### src/rtl/q_action_select_if.sv
// Bundle of request, Q-table read and response signals for q_action_select.
// The epsilon / resp_explored pair exists only when EPSILON_EXPLORE_EN is defined.
interface q_action_select_if #(
  parameter int STATE_BITS  = 4,
  parameter int ACTION_BITS = 2,
  parameter int DATA_WIDTH  = 16
);
  // Handshakes: a request transfers on the rising edge where req_valid && req_ready;
  // a response transfers on the edge where resp_valid && resp_ready. A valid side holds
  // its payload stable until the transfer; ready may be raised or dropped freely.
  logic                              req_valid;
  logic                              req_ready;
  logic [STATE_BITS-1:0]             req_state;
  logic                              rd_en;
  logic [STATE_BITS+ACTION_BITS-1:0] rd_addr;
  logic [DATA_WIDTH-1:0]             rd_data;
  logic                              resp_valid;
  logic                              resp_ready;
  logic [ACTION_BITS-1:0]            resp_action;
  logic [DATA_WIDTH-1:0]             resp_q;
`ifdef EPSILON_EXPLORE_EN
  logic [7:0]                        epsilon;
  logic                              resp_explored;

  modport slave (
    input  req_valid, req_state, rd_data, resp_ready, epsilon,
    output req_ready, rd_en, rd_addr, resp_valid, resp_action, resp_q, resp_explored
  );
  modport master (
    output req_valid, req_state, rd_data, resp_ready, epsilon,
    input  req_ready, rd_en, rd_addr, resp_valid, resp_action, resp_q, resp_explored
  );
`else
  modport slave (
    input  req_valid, req_state, rd_data, resp_ready,
    output req_ready, rd_en, rd_addr, resp_valid, resp_action, resp_q
  );
  modport master (
    output req_valid, req_state, rd_data, resp_ready,
    input  req_ready, rd_en, rd_addr, resp_valid, resp_action, resp_q
  );
`endif
endinterface

### src/rtl/q_action_select.sv
// Greedy action selector: scans Q(s,0..N-1) through a 1-cycle-latency RAM port, returns argmax.
// Optional epsilon-greedy exploration via LFSR when EPSILON_EXPLORE_EN is defined.
module q_action_select #(
  parameter int STATE_BITS  = 4,
  parameter int ACTION_BITS = 2,
  parameter int DATA_WIDTH  = 16
) (
  input  logic       clk,
  input  logic       rst_n,
  q_action_select_if.slave bus,
  output logic [1:0] dbg_state
);
  localparam int NUM_ACTIONS = 2**ACTION_BITS;
  localparam logic [ACTION_BITS-1:0] LAST_IDX = ACTION_BITS'(NUM_ACTIONS - 1);

  typedef enum logic [1:0] {IDLE = 2'd0, SCAN = 2'd1, DRAIN = 2'd2, RESP = 2'd3} state_e;

  state_e                         state_q, state_d;
  logic [STATE_BITS-1:0]          st_q, st_d;
  logic [ACTION_BITS-1:0]         idx_q, idx_d;
  logic [ACTION_BITS-1:0]         cmp_idx_q, cmp_idx_d;
  logic                           data_vld_q, data_vld_d;
  logic signed [DATA_WIDTH-1:0]   max_q, max_d;
  logic [ACTION_BITS-1:0]         arg_q, arg_d;
  logic [ACTION_BITS-1:0]         resp_act_q, resp_act_d;
  logic [DATA_WIDTH-1:0]          resp_val_q, resp_val_d;
  logic                           rd_en;
`ifdef EPSILON_EXPLORE_EN
  logic [15:0]                    lfsr_q, lfsr_d;
  logic                           explore_q, explore_d;
  logic [ACTION_BITS-1:0]         rand_act_q, rand_act_d;
  logic [DATA_WIDTH-1:0]          rand_val_q, rand_val_d;
  logic                           explored_q, explored_d;
`endif

  assign rd_en            = (state_q == SCAN);
  assign bus.rd_en        = rd_en;
  // Address is built from held registers, so it keeps its last value while rd_en is low.
  assign bus.rd_addr      = {st_q, idx_q};
  assign bus.req_ready    = rst_n && (state_q == IDLE);
  assign bus.resp_valid   = (state_q == RESP);
  assign bus.resp_action  = resp_act_q;
  assign bus.resp_q       = resp_val_q;
  assign dbg_state        = state_q;
`ifdef EPSILON_EXPLORE_EN
  assign bus.resp_explored = explored_q;
`endif

  always_comb begin
    state_d    = state_q;
    st_d       = st_q;
    idx_d      = idx_q;
    cmp_idx_d  = idx_q;
    data_vld_d = rd_en;
    max_d      = max_q;
    arg_d      = arg_q;
    resp_act_d = resp_act_q;
    resp_val_d = resp_val_q;
`ifdef EPSILON_EXPLORE_EN
    lfsr_d     = {lfsr_q[14:0], lfsr_q[15] ^ lfsr_q[13] ^ lfsr_q[12] ^ lfsr_q[10]};
    explore_d  = explore_q;
    rand_act_d = rand_act_q;
    rand_val_d = rand_val_q;
    explored_d = explored_q;
`endif

    // Data returned this cycle belongs to the read issued last cycle (index cmp_idx_q).
    // Index 0 is always the first return, so it seeds max/argmax unconditionally.
    if (data_vld_q) begin
      if ((cmp_idx_q == '0) || ($signed(bus.rd_data) > max_q)) begin
        max_d = $signed(bus.rd_data);
        arg_d = cmp_idx_q;
      end
`ifdef EPSILON_EXPLORE_EN
      if (cmp_idx_q == rand_act_q) rand_val_d = bus.rd_data;
`endif
    end

    unique case (state_q)
      IDLE: begin
        if (bus.req_valid) begin
          st_d    = bus.req_state;
          idx_d   = '0;
          state_d = SCAN;
`ifdef EPSILON_EXPLORE_EN
          explore_d  = (lfsr_q[7:0] < bus.epsilon);
          rand_act_d = lfsr_q[8 +: ACTION_BITS];
`endif
        end
      end
      SCAN: begin
        if (idx_q == LAST_IDX) state_d = DRAIN;
        else                   idx_d   = idx_q + 1'b1;
      end
      DRAIN: begin
        state_d    = RESP;
        resp_act_d = arg_d;
        resp_val_d = max_d;
`ifdef EPSILON_EXPLORE_EN
        explored_d = explore_q;
        if (explore_q) begin
          resp_act_d = rand_act_q;
          resp_val_d = rand_val_d;
        end
`endif
      end
      RESP: begin
        if (bus.resp_ready) state_d = IDLE;
      end
      default: state_d = IDLE;
    endcase
  end

  always_ff @(posedge clk) begin
    if (!rst_n) begin
      state_q    <= IDLE;
      st_q       <= '0;
      idx_q      <= '0;
      cmp_idx_q  <= '0;
      data_vld_q <= 1'b0;
      max_q      <= '0;
      arg_q      <= '0;
      resp_act_q <= '0;
      resp_val_q <= '0;
`ifdef EPSILON_EXPLORE_EN
      lfsr_q     <= 16'hACE1;
      explore_q  <= 1'b0;
      rand_act_q <= '0;
      rand_val_q <= '0;
      explored_q <= 1'b0;
`endif
    end else begin
      state_q    <= state_d;
      st_q       <= st_d;
      idx_q      <= idx_d;
      cmp_idx_q  <= cmp_idx_d;
      data_vld_q <= data_vld_d;
      max_q      <= max_d;
      arg_q      <= arg_d;
      resp_act_q <= resp_act_d;
      resp_val_q <= resp_val_d;
`ifdef EPSILON_EXPLORE_EN
      lfsr_q     <= lfsr_d;
      explore_q  <= explore_d;
      rand_act_q <= rand_act_d;
      rand_val_q <= rand_val_d;
      explored_q <= explored_d;
`endif
    end
  end
endmodule
### src/flat_wrapper.sv
// flat-port wrapper written by rule: the top's interface ports become plain ports
module q_action_select_flat 
#(
  parameter int STATE_BITS  = 4,
  parameter int ACTION_BITS = 2,
  parameter int DATA_WIDTH  = 16
)
  (clk, rst_n, dbg_state, bus_req_valid, bus_req_state, bus_rd_data, bus_resp_ready, bus_req_ready, bus_rd_en, bus_rd_addr, bus_resp_valid, bus_resp_action, bus_resp_q);
  q_action_select_if #(.STATE_BITS(STATE_BITS), .ACTION_BITS(ACTION_BITS), .DATA_WIDTH(DATA_WIDTH)) bus_i ();
  input  logic clk;
  input  logic rst_n;
  output logic [1:0] dbg_state;
  input wire logic [$bits(bus_i.req_valid)-1:0] bus_req_valid;
  input wire logic [$bits(bus_i.req_state)-1:0] bus_req_state;
  input wire logic [$bits(bus_i.rd_data)-1:0] bus_rd_data;
  input wire logic [$bits(bus_i.resp_ready)-1:0] bus_resp_ready;
  output wire logic [$bits(bus_i.req_ready)-1:0] bus_req_ready;
  output wire logic [$bits(bus_i.rd_en)-1:0] bus_rd_en;
  output wire logic [$bits(bus_i.rd_addr)-1:0] bus_rd_addr;
  output wire logic [$bits(bus_i.resp_valid)-1:0] bus_resp_valid;
  output wire logic [$bits(bus_i.resp_action)-1:0] bus_resp_action;
  output wire logic [$bits(bus_i.resp_q)-1:0] bus_resp_q;
  assign bus_i.req_valid = bus_req_valid;
  assign bus_i.req_state = bus_req_state;
  assign bus_i.rd_data = bus_rd_data;
  assign bus_i.resp_ready = bus_resp_ready;
  assign bus_req_ready = bus_i.req_ready;
  assign bus_rd_en = bus_i.rd_en;
  assign bus_rd_addr = bus_i.rd_addr;
  assign bus_resp_valid = bus_i.resp_valid;
  assign bus_resp_action = bus_i.resp_action;
  assign bus_resp_q = bus_i.resp_q;
  q_action_select #(.STATE_BITS(STATE_BITS), .ACTION_BITS(ACTION_BITS), .DATA_WIDTH(DATA_WIDTH)) u_core (.clk(clk), .rst_n(rst_n), .bus(bus_i), .dbg_state(dbg_state));
endmodule
### config.mk
export PLATFORM = sky130hd
export DESIGN_NAME = q_action_select_flat
export DESIGN_NICKNAME = d
export VERILOG_FILES = /design/src/rtl/q_action_select_if.sv /design/src/rtl/q_action_select.sv /design/src/flat_wrapper.sv
export SDC_FILE = /design/constraint.sdc
export NUM_CORES = 1
export LEC_CHECK = 0
export ABC_AREA = 1
export CELL_PAD_IN_SITES_DETAIL_PLACEMENT = 0
export CELL_PAD_IN_SITES_GLOBAL_PLACEMENT = 1
export CORE_AREA = 3 3 95 97
export CTS_CLUSTER_SIZE = 24
export DETAILED_ROUTE_END_ITERATION = 7
export DIE_AREA = 0 0 98 100
export HOLD_SLACK_MARGIN = 0.06
export PLACE_DENSITY_LB_ADDON = 0.1
export SYNTH_ARGS = -nofsm -noshare
export SYNTH_HDL_FRONTEND = slang
export SYNTH_SLANG_ARGS = --single-unit
### constraint.sdc
create_clock -name clk -period 2 [get_ports clk]
set_clock_uncertainty 0.15 [all_clocks]
set_input_delay 0.4 -clock clk [delete_from_list [all_inputs] [get_ports clk]]
set_output_delay 0.4 -clock clk [all_outputs]
set_load 0.02 [all_outputs]
==> results.ini <==
[clock_network]
numCtsBuffers = 5
clockBufferDepth = 2
cts-root-buf = clkbuf_8
clk_latency_ps = 310
htreeDepth = 2
cts_tree = built
path_clk_slew_ps = 90
clock-sinks = 47
cts_hold_repair.buffers = 0

[power]
p_sw_frac = 0.413
p_clk_frac = 0.145
combinationalPowerShare = 0.529
power_density_nw_per_um2 = 1040
total_power_mw = 4.08
p_sw_mw = 1.69
power.internal_mw = 2.40
power_frac_seq = 0.326
peakVddDrop_mv = 0.712
power.leakage_nw = 1.68

[final_layout]
final_cells = 517
nets = 456
drive_gt1_frac = 0.354
antennaDiodeCount = 0
area_growth_pct = 57.8

[floorplanning]
rows = 33
die_w_um = 98
io_pins = 53
die_area_sq_um = 9800
core_area_sq_um = 8220
start_util = 0.302
dieHeight_um = 100

[setup_path]
worstPathMaxFanout = 6
cp.arrival_ps = 2260
startpoint_type = input port
critical_path_class = in2reg
rr_startpoint = u_core.max_q[7]
crit_required_ps = 2060
crit_start = bus_rd_data[7]
cp-end-kind = flip-flop

[min_path]
hold_path.class = reg2reg
holdCritStartpoint = u_core.cmp_idx_d[1]

[placement]
dp.cells = 496
place_congestion = 0.743
portBuffers = 52
hpwl_um = 4270

[sta]
layout_setup_ws_ps = -201
setup_viol = 36
slew_violations = 0
slew_headroom = 0.418
rsz0062_at_grt = true
worstMarginPinSlew_ps = 872
finalHoldViolCount = 0
max_freq_mhz = 454
period_needed_ps = 2200
fin_crit_sh = 1.10

[drt]
drt_iter0_drc = 35
firstDrtPassIters = 4
wire_per_inst_um = 12.3
wl_um = 6380
drc = 0
avgViaCountPerCell = 4.38
vias = 2262
antenna_left = 0

[global_routing]
grt_pass1_vias = 2392
grt_max_degree = 31
track_usage = 0.140
grt_first_pass_wirelength_um = 11100
antenna_found_initial = 0
grt_overflow = 0

[synthesis]
synth_area_per_cell_sq_um = 7.45
synth_warnings = 0
syn-num-nets = 378
ys_seq_area_frac = 0.379
synth.distinct_cells = 29
synth_area_sq_um = 2480
yosys_register_bits = 47
postSynthCellCount = 333

[run_status]
violations = negative setup slack
outcome = complete, but fails checks

[job]
cap_violations = 0

[logic make-up after synthesis]
family,after synthesis,share of synthesized area
simple gates,162,0.308
flops,47,0.379
buf+inv,68,0.131
compound gates,35,0.0757
fa+ha+maj,21,0.106
[registers in the layout, summed over array words and instances, names as in the netlist]
name and cells:
u_core.bus.resp_q 16, u_core.max_q 16, u_core.st_q 4, u_core.arg_q 2
u_core.bus.resp_action 2, u_core.cmp_idx_d 2, u_core.cmp_idx_q 2, u_core.dbg_state 2
u_core.data_vld_q 1
[critical path: stages]
cell and delay, ps:
clkdlybuf4s15_1 240, ha_4 280, a21o_1 160, nor2_2 90, nand3_1 80, nand2_1 90, nand2_1 70, nand2_2 70
nand3_4 90, nand2_8 150, buf_12 140, nand2_8 90, nand2_4 140, nand3_2 60, nand2_2 70, inv_2 30
[per-layer routing]
metal  up-vias  global-route usage  wire length [um]
met5         -                   0                 0
met4         0              0.0405                66
met3         6              0.0347               291
met2        46               0.246              2980
met1      1006               0.170              3040
li1       1204                   -                 -
[layout by cell type, fill, tap and decap left out, drive strengths merged, types with 2 or more instances in the layout]
master         count
clkbuf             7
ha                21
clkdlybuf4s50     33
clkdlybuf4s15      4
nor2              49
or2                2
a21oi             22
dfxtp             47
o21ai              8
nand2             69
inv               56
buf               29
nand4              2
nand3             40
nor3               2
dlygate4sd2       14
[worst paths after layout]
path,to,slack (ps),depth (start not counted)
worst max-delay path,u_core.bus.resp_q[11],-200,16
worst min-delay path,u_core.cmp_idx_q[1],320,2
worst max register to register,u_core.bus.resp_q[11],-180,16
worst min register to register,u_core.cmp_idx_q[1],320,2
[through the flow]
step           hold slack (ps)  cell area [sq um]  setup slack [ps]  utilization  setup TNS (ps)
6_report                   322               3910              -201        0.476           -4280
5_1_grt                    349               3910              -351        0.476           -9280
4_1_cts                    327               3860              -191        0.470           -4200
3_5_place_dp               310               3370              -722        0.410          -22780
3_3_place_gp               308               3370              -701        0.410          -21660
2_1_floorplan              296               2660             -17.2            -           -80.0
[synth_stat cells, drive strengths merged]
library cell	n	area (sq um)
nand2	66	314
a21oi	22	110
o21ai	8	40.0
nand3b	1	7.51
a21o	1	7.51
nor2	49	186
a311oi	1	8.76
a31oi	1	6.26
dfxtp	47	941
or2	2	12.5
o211ai	1	7.51
dlygate4sd1	1	8.76
clkbuf	8	60.1
nand4	2	12.5
nor3	2	10.0
buf	4	50.1
nand3	40	220
a211oi	1	7.51
inv	55	206
ha	21	263
[what timing repair did]
item / 4_1_cts / 5_1_grt
pin swaps: 25 / 18
setup endpoints to repair: 39 / 38
buffers inserted: 8 / 0
gates cloned: 5 / 0
gates resized for setup: 93 / 16
[power by group through the flow]
stage / Combinational (mW) / Clock (mW) / Sequential, mW
after floorplan: 1.09 / 0 / 1.50
after global placement: 1.97 / 0 / 1.31
after detailed placement: 1.97 / 0 / 1.31
after CTS: 2.15 / 0.623 / 1.33
after global routing: 2.41 / 0.665 / 1.37
final: 2.16 / 0.591 / 1.33
[layout make-up]
class / count / area (sq um)
clock buffers: 6 / 72.6
clock inverters: 2 / 16.3
fillers: 808 / 4300
inverters: 55 / 206
multi-input cells: 221 / 1700
flip-flops and latches: 47 / 961
well taps: 105 / 131
repair buffers: 81 / 831
(Power assumes the default switching activity.)
